==> src/rtl/svc_axil_wr_arbiter.sv <==
// Shares one AXI-Lite write manager port among NUM_M requesters, one transaction at a time.
// Define SVC_AXIL_WR_ARB_RR_EN for round-robin arbitration; otherwise lowest index wins.
module svc_axil_wr_arbiter #(
    parameter int NUM_M          = 2,
    parameter int AXI_ADDR_WIDTH = 8,
    parameter int AXI_DATA_WIDTH = 16,
    parameter int AXI_STRB_WIDTH = AXI_DATA_WIDTH / 8
) (
    input  logic                                clk,
    input  logic                                rst,
    input  logic [NUM_M-1:0]                    s_axil_awvalid,
    input  logic [NUM_M*AXI_ADDR_WIDTH-1:0]     s_axil_awaddr,
    output logic [NUM_M-1:0]                    s_axil_awready,
    input  logic [NUM_M-1:0]                    s_axil_wvalid,
    input  logic [NUM_M*AXI_DATA_WIDTH-1:0]     s_axil_wdata,
    input  logic [NUM_M*AXI_STRB_WIDTH-1:0]     s_axil_wstrb,
    output logic [NUM_M-1:0]                    s_axil_wready,
    output logic [NUM_M-1:0]                    s_axil_bvalid,
    output logic [NUM_M*2-1:0]                  s_axil_bresp,
    input  logic [NUM_M-1:0]                    s_axil_bready,
    output logic [AXI_ADDR_WIDTH-1:0]           m_axil_awaddr,
    output logic                                m_axil_awvalid,
    input  logic                                m_axil_awready,
    output logic [AXI_DATA_WIDTH-1:0]           m_axil_wdata,
    output logic [AXI_STRB_WIDTH-1:0]           m_axil_wstrb,
    output logic                                m_axil_wvalid,
    input  logic                                m_axil_wready,
    input  logic [1:0]                          m_axil_bresp,
    input  logic                                m_axil_bvalid,
    output logic                                m_axil_bready,
    output logic                                busy
);
    localparam int IDX_W = $clog2(NUM_M);

    typedef enum logic [1:0] {
        IDLE = 2'd0,
        XFER = 2'd1,
        RESP = 2'd2
    } state_t;

    state_t           state_r, state_nxt_s;
    logic [IDX_W-1:0] grant_idx_r, grant_idx_nxt_s, winner_s;
    logic             aw_done_r, aw_done_nxt_s, w_done_r, w_done_nxt_s;
    logic             any_req_s;

    assign any_req_s = |s_axil_awvalid;

`ifdef SVC_AXIL_WR_ARB_RR_EN
    logic [IDX_W-1:0] rr_ptr_r;
    logic [IDX_W-1:0] cand_s;
    int               cand_int_s;

    // Rotating search from rr_ptr; scanning offsets downward lets the nearest requester win.
    always_comb begin
        winner_s   = {IDX_W{1'b0}};
        cand_int_s = 0;
        cand_s     = {IDX_W{1'b0}};
        for (int k = NUM_M - 1; k >= 0; k--) begin
            cand_int_s = int'(rr_ptr_r) + k;
            if (cand_int_s >= NUM_M) begin
                cand_int_s = cand_int_s - NUM_M;
            end else begin
                cand_int_s = cand_int_s;
            end
            cand_s = IDX_W'(cand_int_s);
            if (s_axil_awvalid[cand_s]) begin
                winner_s = cand_s;
            end else begin
                winner_s = winner_s;
            end
        end
    end

    // Round-robin pointer advances past each new winner.
    always_ff @(posedge clk) begin
        if (rst) begin
            rr_ptr_r <= {IDX_W{1'b0}};
        end else if (state_r == IDLE && any_req_s) begin
            if (winner_s == IDX_W'(NUM_M - 1)) begin
                rr_ptr_r <= {IDX_W{1'b0}};
            end else begin
                rr_ptr_r <= winner_s + {{(IDX_W-1){1'b0}}, 1'b1};
            end
        end
    end
`else
    // Fixed priority: lowest-index awvalid wins.
    always_comb begin
        winner_s = {IDX_W{1'b0}};
        for (int k = NUM_M - 1; k >= 0; k--) begin
            if (s_axil_awvalid[k]) begin
                winner_s = IDX_W'(k);
            end else begin
                winner_s = winner_s;
            end
        end
    end
`endif

    // Data paths follow the grant in every state; only the valids are gated.
    assign m_axil_awaddr = s_axil_awaddr[grant_idx_r*AXI_ADDR_WIDTH +: AXI_ADDR_WIDTH];
    assign m_axil_wdata  = s_axil_wdata[grant_idx_r*AXI_DATA_WIDTH +: AXI_DATA_WIDTH];
    assign m_axil_wstrb  = s_axil_wstrb[grant_idx_r*AXI_STRB_WIDTH +: AXI_STRB_WIDTH];
    assign busy          = (state_r != IDLE);

    // Next-state logic and handshake routing for the granted requester.
    always_comb begin
        state_nxt_s     = state_r;
        grant_idx_nxt_s = grant_idx_r;
        aw_done_nxt_s   = aw_done_r;
        w_done_nxt_s    = w_done_r;
        s_axil_awready  = {NUM_M{1'b0}};
        s_axil_wready   = {NUM_M{1'b0}};
        s_axil_bvalid   = {NUM_M{1'b0}};
        s_axil_bresp    = {(NUM_M*2){1'b0}};
        m_axil_awvalid  = 1'b0;
        m_axil_wvalid   = 1'b0;
        m_axil_bready   = 1'b0;
        case (state_r)
            IDLE: begin
                if (any_req_s) begin
                    state_nxt_s     = XFER;
                    grant_idx_nxt_s = winner_s;
                    aw_done_nxt_s   = 1'b0;
                    w_done_nxt_s    = 1'b0;
                end else begin
                    state_nxt_s = IDLE;
                end
            end
            XFER: begin
                m_axil_awvalid             = s_axil_awvalid[grant_idx_r] & ~aw_done_r;
                s_axil_awready[grant_idx_r] = m_axil_awready & ~aw_done_r;
                m_axil_wvalid              = s_axil_wvalid[grant_idx_r] & ~w_done_r;
                s_axil_wready[grant_idx_r]  = m_axil_wready & ~w_done_r;
                aw_done_nxt_s = aw_done_r | (m_axil_awvalid & m_axil_awready);
                w_done_nxt_s  = w_done_r | (m_axil_wvalid & m_axil_wready);
                if (aw_done_nxt_s && w_done_nxt_s) begin
                    state_nxt_s = RESP;
                end else begin
                    state_nxt_s = XFER;
                end
            end
            RESP: begin
                s_axil_bvalid[grant_idx_r]         = m_axil_bvalid;
                s_axil_bresp[grant_idx_r*2 +: 2]   = m_axil_bresp;
                m_axil_bready                      = s_axil_bready[grant_idx_r];
                if (m_axil_bvalid && s_axil_bready[grant_idx_r]) begin
                    state_nxt_s = IDLE;
                end else begin
                    state_nxt_s = RESP;
                end
            end
            default: begin
                state_nxt_s = IDLE;
            end
        endcase
    end

    // State, grant and handshake-progress registers.
    always_ff @(posedge clk) begin
        if (rst) begin
            state_r     <= IDLE;
            grant_idx_r <= {IDX_W{1'b0}};
            aw_done_r   <= 1'b0;
            w_done_r    <= 1'b0;
        end else begin
            state_r     <= state_nxt_s;
            grant_idx_r <= grant_idx_nxt_s;
            aw_done_r   <= aw_done_nxt_s;
            w_done_r    <= w_done_nxt_s;
        end
    end
endmodule

==> config.mk <==
export PLATFORM = sky130hd
export DESIGN_NAME = svc_axil_wr_arbiter
export DESIGN_NICKNAME = d
export VERILOG_FILES = /design/src/rtl/svc_axil_wr_arbiter.sv
export SDC_FILE = /design/constraint.sdc
export NUM_CORES = 1
export LEC_CHECK = 0
export CAP_MARGIN = 20
export CORE_UTILIZATION = 22
export DETAILED_ROUTE_END_ITERATION = 12
export PLACE_DENSITY = 0.88
export SYNTH_ARGS = -nofsm -noshare
export SYNTH_HDL_FRONTEND = slang
export SYNTH_SLANG_ARGS = --single-unit
==> constraint.sdc <==
create_clock -name clk -period 1.37 [get_ports clk]
set_input_delay 0.274 -clock clk [delete_from_list [all_inputs] [get_ports clk]]
set_output_delay 0.274 -clock clk [all_outputs]
set_load 0.005 [all_outputs]
Word-level counts from Yosys, hierarchy flattened

Cells that the tools add are included.

Memory bits (read-only): 0
Latch bits: 0
Memory bits (writable): 0
Register bits after elaboration: 5
Output and inout port bits: 40
Memories kept: 0

Shift operators: 5
$add $sub $neg: 1
Order comparisons: 2
Mux-type cells: 24
Multipliers: 0
Equal/unequal tests: 3
Divide/modulo/power cells: 0
Bitwise gates (word level): 14
Reduce and logical (&&, ||, !) cells: 9

Operators by type and width:

| kind                                                       | count |
|---|---|
| negator 2 -> 34 bit                                        | 1 |
| variable shift 2 x 34 -> 4 bit, first input constant       | 1 |
| indexed part select 2 x 34 -> 4 bit                        | 1 |
| indexed part select 32 x 6 -> 16 bit                       | 1 |
| indexed part select 16 x 5 -> 8 bit                        | 1 |
| two-way mux 1 bit                                          | 14 |
| two-way mux 2 bit                                          | 5 |
| AND 1 bit                                                  | 6 |
| AND 2 bit                                                  | 3 |
| one-hot mux 2 bit (3 select lines)                         | 1 |
| AND 4 bit                                                  | 1 |
| two-way mux 4 bit                                          | 1 |
| one-hot mux 1 bit (2 select lines)                         | 2 |
| AND reduction 2 bit                                        | 2 |
| nonzero test 2 bit                                         | 2 |
| indexed part select 4 x 3 -> 2 bit                         | 1 |
| logical AND 1 bit                                          | 3 |
| equality test 2 x 1 -> 1 bit, second input constant        | 1 |
| equality test 2 bit, second input constant                 | 1 |
| zero test 2 bit                                            | 1 |
| less-than comparator 1 x 2 -> 1 bit, second input constant | 1 |
| != test 2 bit, second input constant                       | 1 |
| NOT 1 bit                                                  | 2 |
| bitwise OR 1 bit                                           | 2 |
| 3 further kinds                                            | 3 |

Logic depth before layout (Yosys ltp)

Word-level depth: 8
Mapped depth: 5

Worst setup path after synthesis

Ideal clock, no wire load.

Path type: register -> output
From: register state_r[0]
To: output s_axil_wready[0]
Path buffers: 1
Arrival time: 0.999 ns
Slack: 0.097 ns
Stages on the path, launching flop included: 5
Cells stage by stage: dfxtp_1 > buf_2 > nand2b_1 > or3_1 > nor2_1

Longest elaborated chain between the ends: 2

RTL lines:

| what                         | RTL line | RTL |
|---|---|---|
| start: declaration           | 41       | `state_t state_r, state_nxt_s;` |
| start signal: assignment     | 167      | `state_r <= state_nxt_s;` |
| equality test 2 x 1 -> 1 bit | 119      | `case (state_r)` |
| two-way mux 2 bit            | 119      |  |
| end: declaration             | 17       | `output logic [NUM_M-1:0] s_axil_wready,` |

Every way passes these cells.

Final worst setup path

From: register grant_idx_r
To: output m_axil_wdata[12]

Longest elaborated chain between the ends: 1

RTL lines:

| what                                 | RTL line | RTL |
|---|---|---|
| start: declaration                   | 42       | `logic [IDX_W-1:0] grant_idx_r, grant_idx_nxt_s, winner_s;` |
| start signal: assignment             | 163      | `grant_idx_r <= {IDX_W{1'b0}};` |
| start signal: assignment             | 168      | `grant_idx_r <= grant_idx_nxt_s;` |
| indexed part select 32 x 6 -> 16 bit | 102      | `assign m_axil_wdata = s_axil_wdata[grant_idx_r*AXI_DATA_WIDTH +: AXI_DATA_WIDTH];` |
| end: declaration                     | 24       | `output logic [AXI_DATA_WIDTH-1:0] m_axil_wdata,` |

Every way passes these cells.

==> results.cfg <==
[setup_path]
regToRegStartpoint = grant_idx_r
reg2reg_to = state_r[1]
critical_path.startpoint_type = flop
worstSetupPathDepth = 5
crit_path_end_kind = primary output
required_ns = 1.10
timing.reg2reg.setup_slack_ns = -0.30
critical_path.cell_chain = buf_12 > buf_12 > buf_16 > mux2_4 > buf_6
timing.critical_path.fanout_max = 5
reg2reg_depth = 8
critical-path-top-delay-family = buffers and inverters
critical_path_buf_inv_count = 4
critPathMaxStageDelay_ns = 0.35
worst_ep_arrival_ns = 1.40
worst_path_max_delay_cell = sky130_fd_sc_hd__dfxtp_4
worstSetupStartpoint = grant_idx_r
critPathCapture = m_axil_wdata[12]
setup.worst_path.class = flop to primary output
timing.critical_path.mode_cell = sky130_fd_sc_hd__buf_12

[synth]
ys_top_cells_by_area = sky130_fd_sc_hd__mux2_2 (44%), sky130_fd_sc_hd__dfxtp_1 (15%), sky130_fd_sc_hd__nor3_1 (5.3%), sky130_fd_sc_hd__mux2i_1 (4.5%), sky130_fd_sc_hd__nor2_1 (4.0%)
syn-instance-count = 79
post_synthesis_adder_cell_area_fraction = 0
yosys.area.top_type = sky130_fd_sc_hd__mux2_2
post_synth_xor_area_fraction = 0
synth.distinct_cells = 20
yosys.area_share.simple = 0.1774
synthMuxAreaShare = 0.4868
synth.net_count = 144
ys_ff_latch = 5
synth_compound_area_frac = 0.1094
share_of_the_synthesized_area_in_the_top_cell_type = 0.4415
yosys_warnings = 0
synth_top_family_by_area = multiplexers
synthesis.area_per_instance_sq_um = 8.394
synth.cell_area_sq_um = 663.1
proportion_of_synthesized_chip_area_in_sequential_cells = 0.1509

[timing]
setup-tns-final_ns = -8.898
setup_viol_count_final = 42
timing.slew.headroom = 0.8089
final_max_slew_viol_count = 0
layout_setup_ws_ns = -0.3069
achievable_clock_frequency_mhz = 596.3
final_hold_viol_count = 0
final.hold.worst_slack_ns = 0.6721
fin_crit_sh = 1.224
fin_worst_skew_ns = 0.002430
layout_min_cycle_time_ns = 1.677
rsz0062_at_grt = yes
timing_worst_slew_pin_value_ns = 0.2836

[clock_tree]
worstSkewPairLatency_ns = 0.25
clock_tree.htree_level_count = 1
ctsLongestPathBuffers = 2
cts_buffers = 3
cts_num_sinks = 5
cts_tree = done
cts_root_buf = sky130_fd_sc_hd__clkbuf_4
clkTransAtPathRegs_ns = 0.05

[drt]
route.final.wire_length_mm = 4.007
dr.first_iter.drc_count = 62
post_route_ant_nets = 0
drt_drc_violations_left = 19
avg_vias_per_cell = 4.909
vias = 1193
drt_pass1_iterations = 8
wire_per_inst_um = 16.49

[place]
hpwlAfterDp_mm = 2.571
dp_slack_ns = -0.6716
portBuffers = 104
finalWeightedCongestion = 0.7273
place.detailed.instances = 225

[grt]
grt.total_usage = 0.2166
pin_count_of_the_biggest_net_entering_global_routing = 8
antenna_found_initial = 0
wire_length_of_the_first_global_routing_pass_mm = 5.526
via_count_of_the_first_global_routing_pass = 1202
grt.overflow.total = 0

[cells_and_area]
nNetsFinal = 278
finalCoreUtilization = 0.8238
antennaDiodeCount = 0
fraction_of_final_layout_cells_with_drive_strength_greater_than_1 = 0.5896
syn_to_final_growth_pct = 248.5
final_cells = 243

[floorplan]
chipWidth_um = 56.90
design.portCount = 105
core_ar_sq_mm = 0.002805
fp.dieArea_sq_mm = 0.003238
initial_utilization = 0.2364
fp-row-count = 19
chipHeight_um = 56.90

[power_and_ir_drop]
powerDensity_mw_per_mm2 = 524.7
worst_ir_drop_vdd_uv = 575.9
leakagePower_nw = 1.022

[run]
max-cap-violations = 0

[worst_hold_path]
worst_hold_path_type = flop to flop

[outcome]
failed_checks = DRC, setup timing
status = finished, violations left
-- synthesized netlist by cell type --
cell type / count
sky130_fd_sc_hd__mux2_2: 26
sky130_fd_sc_hd__a21oi_1: 4
sky130_fd_sc_hd__buf_6: 1
sky130_fd_sc_hd__nand2b_1: 2
sky130_fd_sc_hd__o21ba_1: 1
sky130_fd_sc_hd__buf_2: 4
sky130_fd_sc_hd__nor3b_1: 1
sky130_fd_sc_hd__dfxtp_1: 5
sky130_fd_sc_hd__o21ba_2: 1
sky130_fd_sc_hd__inv_1: 5
sky130_fd_sc_hd__mux2i_1: 3
sky130_fd_sc_hd__nor2_1: 7
sky130_fd_sc_hd__nor3_1: 7
sky130_fd_sc_hd__nand2_1: 3
sky130_fd_sc_hd__o21ai_0: 3
sky130_fd_sc_hd__nor4_1: 2
sky130_fd_sc_hd__nor2b_1: 1
sky130_fd_sc_hd__o32a_1: 1
sky130_fd_sc_hd__a211oi_1: 1
sky130_fd_sc_hd__or3_1: 1
-- worst min-delay path, stage by stage (launching register included) --
cell                      delay, ns
sky130_fd_sc_hd__dfxtp_2       0.33
sky130_fd_sc_hd__buf_6         0.12
sky130_fd_sc_hd__nor2b_1       0.08
sky130_fd_sc_hd__o21ai_2       0.05
sky130_fd_sc_hd__a21oi_1       0.05
-- state kept, by name, indices dropped and copies added, names as in the netlist --
register	count
grant_idx_r	1
w_done_r	1
aw_done_r	1
state_r	2
-- worst min path at each step --
stage,from,to,slack (ns),cells after the start
final,state_r[1],state_r[0],0.67,4
after global routing,state_r[1],state_r[0],0.72,4
after CTS,w_done_r,w_done_r,0.68,3
after detailed placement,w_done_r,w_done_r,0.65,3
after global placement,w_done_r,w_done_r,0.62,3
after floorplan,rst,state_r[0],0.34,1
-- metrics by stage --
step | instance area, sq um | power [mW]
6_report | 2311 | 1.213
5_1_grt | 2311 | 1.264
4_1_cts | 2068 | 1.071
3_5_place_dp | 1844 | 0.7749
3_3_place_gp | 1844 | 0.7583
2_1_floorplan | 663.1 | 0.3562
-- metal layers --
metal | vias up | track usage | wire length, um
met4 | 0 | 0.06620 | 70
li1 | 558 | - | -
met5 | - | 0 | 0
met1 | 558 | 0.2271 | 1470
met2 | 69 | 0.4235 | 2155
met3 | 8 | 0.04608 | 311
-- cell type report --
| cell class | instances | area (sq um) |
|---|---|---|
| clock buffer | 4 | 26.28 |
| fill | 172 | 494.2 |
| inverter | 5 | 18.77 |
| multi-input combinational | 64 | 738.2 |
| sequential | 5 | 106.4 |
| tap | 31 | 38.79 |
| timing repair buffer | 134 | 1383 |
-- timing repair --
item,CTS,global route
endpoints found under the hold margin,0,0
pin swaps,16,9
resized for setup,204,55
hold buffers,0,0
endpoints found under the setup margin,42,44
buffers inserted,7,5
cloned,4,0
-- cells by family after synthesis --
group	after synthesis
muxes	29
and+or+nand+nor	24
AOI/OAI and AO/OA	11
buffers and inverters	10
DFF	5
-- cell usage in the layout (no fill, tap or decap), types with 3 or more instances in the layout --
master	n
sky130_fd_sc_hd__a21oi_1	4
sky130_fd_sc_hd__buf_12	5
sky130_fd_sc_hd__buf_16	3
sky130_fd_sc_hd__buf_2	14
sky130_fd_sc_hd__buf_4	14
sky130_fd_sc_hd__buf_6	32
sky130_fd_sc_hd__clkbuf_4	3
sky130_fd_sc_hd__clkdlybuf4s50_1	63
sky130_fd_sc_hd__inv_1	4
sky130_fd_sc_hd__mux2_4	25
sky130_fd_sc_hd__nand2_1	3
sky130_fd_sc_hd__nor2_2	5
sky130_fd_sc_hd__nor3_4	3
-- power by group --
part           switching [mW]  internal [mW]
Sequential             0.0101          0.156
Clock                  0.0654          0.110
Combinational           0.273          0.599
Total                   0.348          0.865
No activity file was read; power rests on OpenSTA's default activity.
